[src/rtl/dds_pwr_sequencer.sv]
// dds_pwr_sequencer: arbitrated power-down sequencer for DDS1..DDS3.
// Two requesters (bit0 = PS control path, bit1 = sweep controller) each ask
// for a power-down/re-init cycle on a subset of channels. One request is
// served at a time. Each selected channel is pulsed low-to-high-to-low in
// ascending order, with a settle gap between channels to limit inrush.
//
// Optional feature macro: DDS_PWR_ABORT_EN adds the abort input and the
// aborted status output. Without it every sequence runs to completion.
//
// Handshake: req[i] is a level held by requester i until it sees ack[i].
// A request present in IDLE is granted (round robin on a tie). After the
// grant, req and the masks are not looked at again until the sequence ends.
// ack[i] is a single-cycle pulse, and the requester must drop req[i] in that
// same cycle, otherwise the next IDLE cycle treats it as a new request.
module dds_pwr_sequencer #(
  parameter int PULSE_CYCLES = 4000,
  parameter int GAP_CYCLES   = 100
) (
  input  logic       clk,
  input  logic       rst,
  input  logic [1:0] req,
  input  logic [2:0] mask0,
  input  logic [2:0] mask1,
`ifdef DDS_PWR_ABORT_EN
  input  logic       abort,
  output logic       aborted,
`endif
  output logic [1:0] ack,
  output logic       busy,
  output logic       grant_id,
  output logic [2:0] o_dds_pwr_down,
  output logic [2:0] state_dbg
);

  localparam logic [2:0] S_IDLE   = 3'd0;
  localparam logic [2:0] S_SELECT = 3'd1;
  localparam logic [2:0] S_PULSE  = 3'd2;
  localparam logic [2:0] S_GAP    = 3'd3;
  localparam logic [2:0] S_DONE   = 3'd4;

  // Counter terminal values; the counter starts at 0 so the last count is N-1.
  localparam logic [15:0] PULSE_LAST = 16'(PULSE_CYCLES - 1);
  localparam logic [15:0] GAP_LAST   = (GAP_CYCLES == 0) ? 16'd0 : 16'(GAP_CYCLES - 1);
  localparam bit          GAP_EN     = (GAP_CYCLES != 0);

  logic [2:0]  state;
  logic [2:0]  rem_mask;
  logic [15:0] cnt;
  logic        last_grant;
  logic        grant_sel;
  logic [2:0]  pick_oh;
  logic        abort_hit;

  assign state_dbg = state;

  // Requester choice in IDLE: a lone request wins, a tie goes to the one not served last.
  always_comb begin
    grant_sel = 1'b0;
    if (req == 2'b10)      grant_sel = 1'b1;
    else if (req == 2'b11) grant_sel = ~last_grant;
  end

  // Lowest remaining channel as a one-hot vector (two's-complement trick).
  always_comb begin
    pick_oh = rem_mask & (~rem_mask + 3'd1);
  end

`ifdef DDS_PWR_ABORT_EN
  logic abort_flag;

  assign abort_hit = abort && ((state == S_SELECT) || (state == S_PULSE) || (state == S_GAP));

  // Remember an abort for the ack cycle; status is held until the next grant.
  always_ff @(posedge clk or posedge rst) begin
    if (rst) begin
      abort_flag <= 1'b0;
      aborted    <= 1'b0;
    end else if ((state == S_IDLE) && (|req)) begin
      abort_flag <= 1'b0;
      aborted    <= 1'b0;
    end else if (abort_hit) begin
      abort_flag <= 1'b1;
    end else if (state == S_DONE) begin
      aborted <= abort_flag;
    end
  end
`else
  assign abort_hit = 1'b0;
`endif

  // Main sequencer: grant, walk the latched mask, pulse, gap, acknowledge.
  always_ff @(posedge clk or posedge rst) begin
    if (rst) begin
      state          <= S_IDLE;
      rem_mask       <= 3'b000;
      cnt            <= 16'd0;
      ack            <= 2'b00;
      busy           <= 1'b0;
      grant_id       <= 1'b0;
      last_grant     <= 1'b1;
      o_dds_pwr_down <= 3'b000;
    end else begin
      ack <= 2'b00;
      case (state)
        S_IDLE: begin
          busy <= |req;
          if (|req) begin
            grant_id   <= grant_sel;
            last_grant <= grant_sel;
            rem_mask   <= grant_sel ? mask1 : mask0;
            state      <= S_SELECT;
          end
        end
        S_SELECT: begin
          if (abort_hit || (rem_mask == 3'b000)) begin
            rem_mask       <= 3'b000;
            o_dds_pwr_down <= 3'b000;
            state          <= S_DONE;
          end else begin
            rem_mask       <= rem_mask & ~pick_oh;
            o_dds_pwr_down <= pick_oh;
            cnt            <= 16'd0;
            state          <= S_PULSE;
          end
        end
        S_PULSE: begin
          if (abort_hit) begin
            rem_mask       <= 3'b000;
            o_dds_pwr_down <= 3'b000;
            state          <= S_DONE;
          end else if (cnt == PULSE_LAST) begin
            o_dds_pwr_down <= 3'b000;
            cnt            <= 16'd0;
            state          <= GAP_EN ? S_GAP : S_SELECT;
          end else begin
            cnt <= cnt + 16'd1;
          end
        end
        S_GAP: begin
          if (abort_hit) begin
            rem_mask <= 3'b000;
            state    <= S_DONE;
          end else if (cnt == GAP_LAST) begin
            cnt   <= 16'd0;
            state <= S_SELECT;
          end else begin
            cnt <= cnt + 16'd1;
          end
        end
        S_DONE: begin
          ack   <= grant_id ? 2'b10 : 2'b01;
          state <= S_IDLE;
        end
        default: begin
          o_dds_pwr_down <= 3'b000;
          state          <= S_IDLE;
        end
      endcase
    end
  end

endmodule

[config.mk]
export PLATFORM = sky130hd
export DESIGN_NAME = dds_pwr_sequencer
export DESIGN_NICKNAME = d
export VERILOG_FILES = /design/src/rtl/dds_pwr_sequencer.sv
export SDC_FILE = /design/constraint.sdc
export NUM_CORES = 1
export LEC_CHECK = 0
export ABC_AREA = 0
export CAP_MARGIN = 20
export CORE_MARGIN = 2
export CORE_UTILIZATION = 43
export CTS_BUF_LIST = sky130_fd_sc_hd__clkbuf_4 sky130_fd_sc_hd__clkbuf_8 sky130_fd_sc_hd__clkbuf_16
export CTS_CLUSTER_DIAMETER = 150
export DETAILED_ROUTE_END_ITERATION = 12
export GPL_TIMING_DRIVEN = 0
export PLACE_DENSITY_LB_ADDON = 0.15
export SYNTH_ARGS = -nofsm -noshare
export SYNTH_HDL_FRONTEND = slang
export SYNTH_SLANG_ARGS = --single-unit
[constraint.sdc]
create_clock -name clk -period 2.2 [get_ports clk]
set_clock_uncertainty 0.1 [all_clocks]
set_input_delay 0.44 -clock clk [delete_from_list [all_inputs] [get_ports clk]]
set_output_delay 0.44 -clock clk [all_outputs]
set_load 0.01 [all_outputs]
==> Word-level counts from Yosys, hierarchy flattened <==
Cells that the tools add are included.
{ "totals": {"elab_cells": 59, "register_bits": 30, "output_inout_bits": 10, "in_bits": 10} }
{ "op_classes": {"eq_ne": 12, "n_addsub": 2, "n_reduce_logical": 11, "n_mux": 20, "bitwise_logic": 6} }
{ "op_table": {"columns": ["cell", "n"], "rows": [
  ["two-way mux 16 bit", 3],
  ["case mux 16 bit (3 select lines)", 1],
  ["two-way mux 3 bit", 9],
  ["adder 16 x 1 -> 16 bit, second input constant", 1],
  ["equality test 16 x 12 -> 1 bit, second input constant", 1],
  ["equality test 16 x 7 -> 1 bit, second input constant", 1],
  ["case mux 3 bit (4 select lines)", 1],
  ["case mux 3 bit (3 select lines)", 1],
  ["!= test 2 bit, second input constant", 4],
  ["AND reduction 2 bit", 4],
  ["bitwise AND 3 bit", 2],
  ["equality test 3 x 2 -> 1 bit, second input constant", 2],
  ["zero test 3 bit", 2],
  ["inverter 3 bit", 2],
  ["case mux 3 bit (2 select lines)", 1],
  ["equality test 2 bit, second input constant", 2],
  ["two-way mux 2 bit", 2],
  ["adder 3 x 1 -> 3 bit, second input constant", 1],
  ["equality test 3 x 1 -> 1 bit, second input constant", 1],
  ["equality test 3 bit, second input constant", 1],
  ["AND reduction 3 bit", 1],
  ["nonzero test 3 bit", 1],
  ["OR reduction 3 bit", 1],
  ["two-way mux 1 bit", 2],
  ["other kinds (3)", 4]
]} }

==> Longest topological paths before layout <==
{ "depth": {"depth_word": 7, "ltp_mapped": 7, "mapped_depth_nobuf": 6} }

==> Least setup slack after synthesis <==
Ideal clock, no wire load.
{ "synth_path": {"path_kind": "register to register", "startpoint": "reg cnt[0]", "endpoint": "reg cnt[13]", "path_buffers": 1, "setup_slack_ns": 0.437, "period_less_slack_ns": 1.763, "path_stages_with_launch": 8, "arrival_ns": 1.581, "required_ns": 2.018, "path_cell_list": "dfrtp_1 -> ha_1 -> and4_4 -> and4_4 -> o2bb2ai_4 -> buf_6 -> a41oi_2 -> a31oi_1"} }
{ "synth_via": {"elab_chain_len": 3, "word_cells_on_any_way": 6, "classes_between": "add/sub (1); eq/ne (2); mux (3)"} }
{ "synth_lines": {"columns": ["item", "line", "rtl"], "rows": [
  ["start: declaration", "48", "logic [15:0] cnt;"],
  ["start signal: assignment", "136", "cnt <= cnt + 16'd1;"],
  ["start signal: assignment", "147", "cnt <= cnt + 16'd1;"],
  ["adder 16 x 1 -> 16 bit, or another cell as far along", "136, 147", null],
  ["two-way mux 16 bit, on equally long branches", "143, 131", null],
  ["case mux 16 bit (3 select lines) *", "104", "case (state)"]
]} }
Every way passes the cells marked *; elsewhere a longest branch is shown, timed or not.
A chain may end at the register's enable or synchronous reset.

==> Worst setup path in the final report <==
Ends and elaborated chain as after synthesis.

==> flow_metrics.env <==
export IMPL_synthCells=167
export IMPL_endpoint_kind="flop"
export IMPL_maxSlewViolCount=0
export IMPL_core_um2=3689
export IMPL_clock_sinks=30
export IMPL_wl_per_cell_um=14.31
export IMPL_rrSetupSlack_ns=0.22
export IMPL_ys_top_cells_by_area="dfrtp_1 (44%), nand2_1 (4.3%), a22o_1 (4.2%)"
export IMPL_rows=22
export IMPL_critPathKind="reg -> reg"
export IMPL_synth_common_cells="dfrtp_1 (29), nand2_1 (19), nor2_1 (13)"
export IMPL_h_tree_depth=2
export IMPL_diodes=0
export IMPL_drt_wl_total_mm=3.478
export IMPL_reg2reg_depth=7
export IMPL_syn2layout_area_growth_pct=21.49
export IMPL_postSynthAreaPerCell_um2=9.935
export IMPL_fin_cells=243
export IMPL_netlist_top_cell_by_area="dfrtp_1"
export IMPL_drtPass1Iterations=4
export IMPL_cts_hold_fix_buffers=0
export IMPL_cp_slowest_cell="dfrtp_1"
export IMPL_synth_seq_cells=30
export IMPL_yosysWarnings=0
export IMPL_drtIter0Drc=75
export IMPL_hpwlAfterDp_mm=2.580
export IMPL_dieWidth_um=66.12
export IMPL_multi_input_area_um2=817.0
export IMPL_required_ns=2.26
export IMPL_holdPathStages=1
export IMPL_post_cts_buffers=0
export IMPL_maxCapViolCount=0
export IMPL_overflow=0
export IMPL_synth_edff_count=0
export IMPL_fillers=343
export IMPL_crit_fanout=10
export IMPL_worst_slew_pin_slew_ns=0.6694
export IMPL_post_synth_top_count_cell="dfrtp_1"
export IMPL_p_total_mw=2.400
export IMPL_cts_root_buffer="clkbuf_8"
export IMPL_min_from="grant_id$_DFFE_PP0P_"
export IMPL_cts_resized=0
export IMPL_cts_tree="done"
export IMPL_pre_cts_slack_ns=0.2226
export IMPL_fin_crit_sh=0.8988
export IMPL_io_pins=20
export IMPL_power_leakage_nw=0.9148
export IMPL_status="finished, final reports clean"
export IMPL_antenna_found_initial=0
export IMPL_worstHoldPathType="reg -> reg"
export IMPL_max_freq_mhz=505.7
export IMPL_die_y_um=66.12
export IMPL_period_needed_ns=1.977
export IMPL_grt_pass1_wl_mm=6.044
export IMPL_fp_dieArea_um2=4371
export IMPL_power_density_nw_per_um2=1191
export IMPL_ys_async_sr_fraction=1.000
export IMPL_viasPerCell=5.630
export IMPL_hold_violations=0
export IMPL_yosysTopAreaCellShare=0.4374
export IMPL_rsz0062_at_grt="no"
export IMPL_layout_drive_gt1_share=0.1487
export IMPL_port_buffers=19
export IMPL_initial_core_util=0.4498
export IMPL_start_kind="flop"
export IMPL_ys_flop_type="dfrtp_1"
export IMPL_worstSkewPairLatency_ns=0.28
export IMPL_r2r_start="cnt[0]$_DFFE_PP0P_"
export IMPL_cp_slowest_stage_delay_ns=0.40
export IMPL_reg2reg_to="cnt[13]$_DFFE_PP0P_"
export IMPL_crit_chain="ha_1 -> nor4b_2 -> nand4_2 -> o2bb2ai_4 -> buf_6 -> a41oi_2 -> a31oi_1"
export IMPL_tns_ns=0
export IMPL_setup_violations=0
export IMPL_fin_ws_ns=0.2226
export IMPL_synth_cell_types=47
export IMPL_grt_max_degree=18
export IMPL_vias=1368
export IMPL_first_global_vias=1309
export IMPL_fin_nets=205
export IMPL_yosysSeqAreaShare=0.4532
export IMPL_grtUsageTotal=0.1816
export IMPL_critical_path_arrival_ns=2.04
export IMPL_dp_cells=235
export IMPL_place_gp_congestion=0.8322
export IMPL_synthesis_area_um2=1659
export IMPL_clk_pin_slew_worst_paths_ns=0.06
export IMPL_max_slew_margin=0.5532
export IMPL_cts_buffer_depth=2
export IMPL_cts_buffers_inserted=5
export IMPL_drcViolationCount=0
export IMPL_ff_latch_area_um2=752.0
export IMPL_vdd_drop_max_v=0.0006842
export IMPL_antenna_left=0
export IMPL_holdPathEnd="ack[0]$_DFF_PP0_"
export IMPL_syn_nets=178
## sequential cells by signal, summed over array words and instances, names as in the netlist
register,cells
ack,2
o_dds_pwr_down,3
cnt,16
grant_id,1
state_dbg,3
last_grant,1
rem_mask,3
busy,1
## kinds of logic after synthesis
kind of cell,share of synthesized area
simple gates,0.2315
compound gates,0.2074
flops,0.4532
buf+inv,0.05429
xor+xnor,0.02112
mux,0.02489
fa+ha+maj,0.007540
## report_power, final
group | internal [mW] | switching, mW | total (mW)
Clock | 0.261 | 0.195 | 0.456
Sequential | 0.693 | 0.133 | 0.827
Combinational | 0.491 | 0.627 | 1.12
Total | 1.45 | 0.955 | 2.40
## worst max-delay path, delay by kind of cell (launching register included)
| kind | cells | cell delay [ns] |
|---|---|---|
| compound gates | 3 | 0.45 |
| fa+ha+maj | 1 | 0.26 |
| buf+inv | 1 | 0.16 |
| flops | 1 | 0.40 |
| simple gates | 2 | 0.47 |
## routing by layer
metal | GRT usage | vias up | part of all wire
li1 | - | 678 | -
met1 | 0.2576 | 671 | 0.51
met2 | 0.2663 | 14 | 0.45
met3 | 0.05111 | 5 | 0.027
met4 | 0.05867 | 0 | 0.011
met5 | 0 | - | 0
## metrics by stage
step	utilization	cell area (µm²)	hold slack (ns)
2_1_floorplan	-	1659	0.3693
3_3_place_gp	0.5176	1909	0.3661
3_5_place_dp	0.5217	1924	0.3826
4_1_cts	0.5465	2016	0.3907
5_1_grt	0.5465	2016	0.4093
6_report	0.5465	2016	0.3852
## worst max path at each step
stage / to / slack [ns] / start
floorplan: cnt[13]$_DFFE_PP0P_ / 0.44 / cnt[0]$_DFFE_PP0P_
finish: cnt[13]$_DFFE_PP0P_ / 0.22 / cnt[0]$_DFFE_PP0P_
global placement: cnt[13]$_DFFE_PP0P_ / 0.25 / cnt[0]$_DFFE_PP0P_
global route: cnt[5]$_DFFE_PP0P_ / 0.10 / cnt[0]$_DFFE_PP0P_
CTS: cnt[13]$_DFFE_PP0P_ / 0.22 / cnt[0]$_DFFE_PP0P_
detailed placement: cnt[13]$_DFFE_PP0P_ / 0.22 / cnt[0]$_DFFE_PP0P_
## cell usage in the layout (no fill, tap or decap), types with 6 or more instances in the layout
cell and n:
a21oi_1 7, nor2_1 13, o21ai_1 6, inv_1 8, a22o_1 8, dfrtp_1 29, a31oi_1 6, clkdlybuf4s50_1 19
nand2_1 19
## cell type report
cell class	instances	area share
multi-input combinational	120	0.4053
sequential	30	0.3731
timing repair buffer	20	0.1018
clock buffer	8	0.04531
tap	48	0.02980
buffer	8	0.02793
inverter	9	0.01676
(Power assumes the default switching activity.)
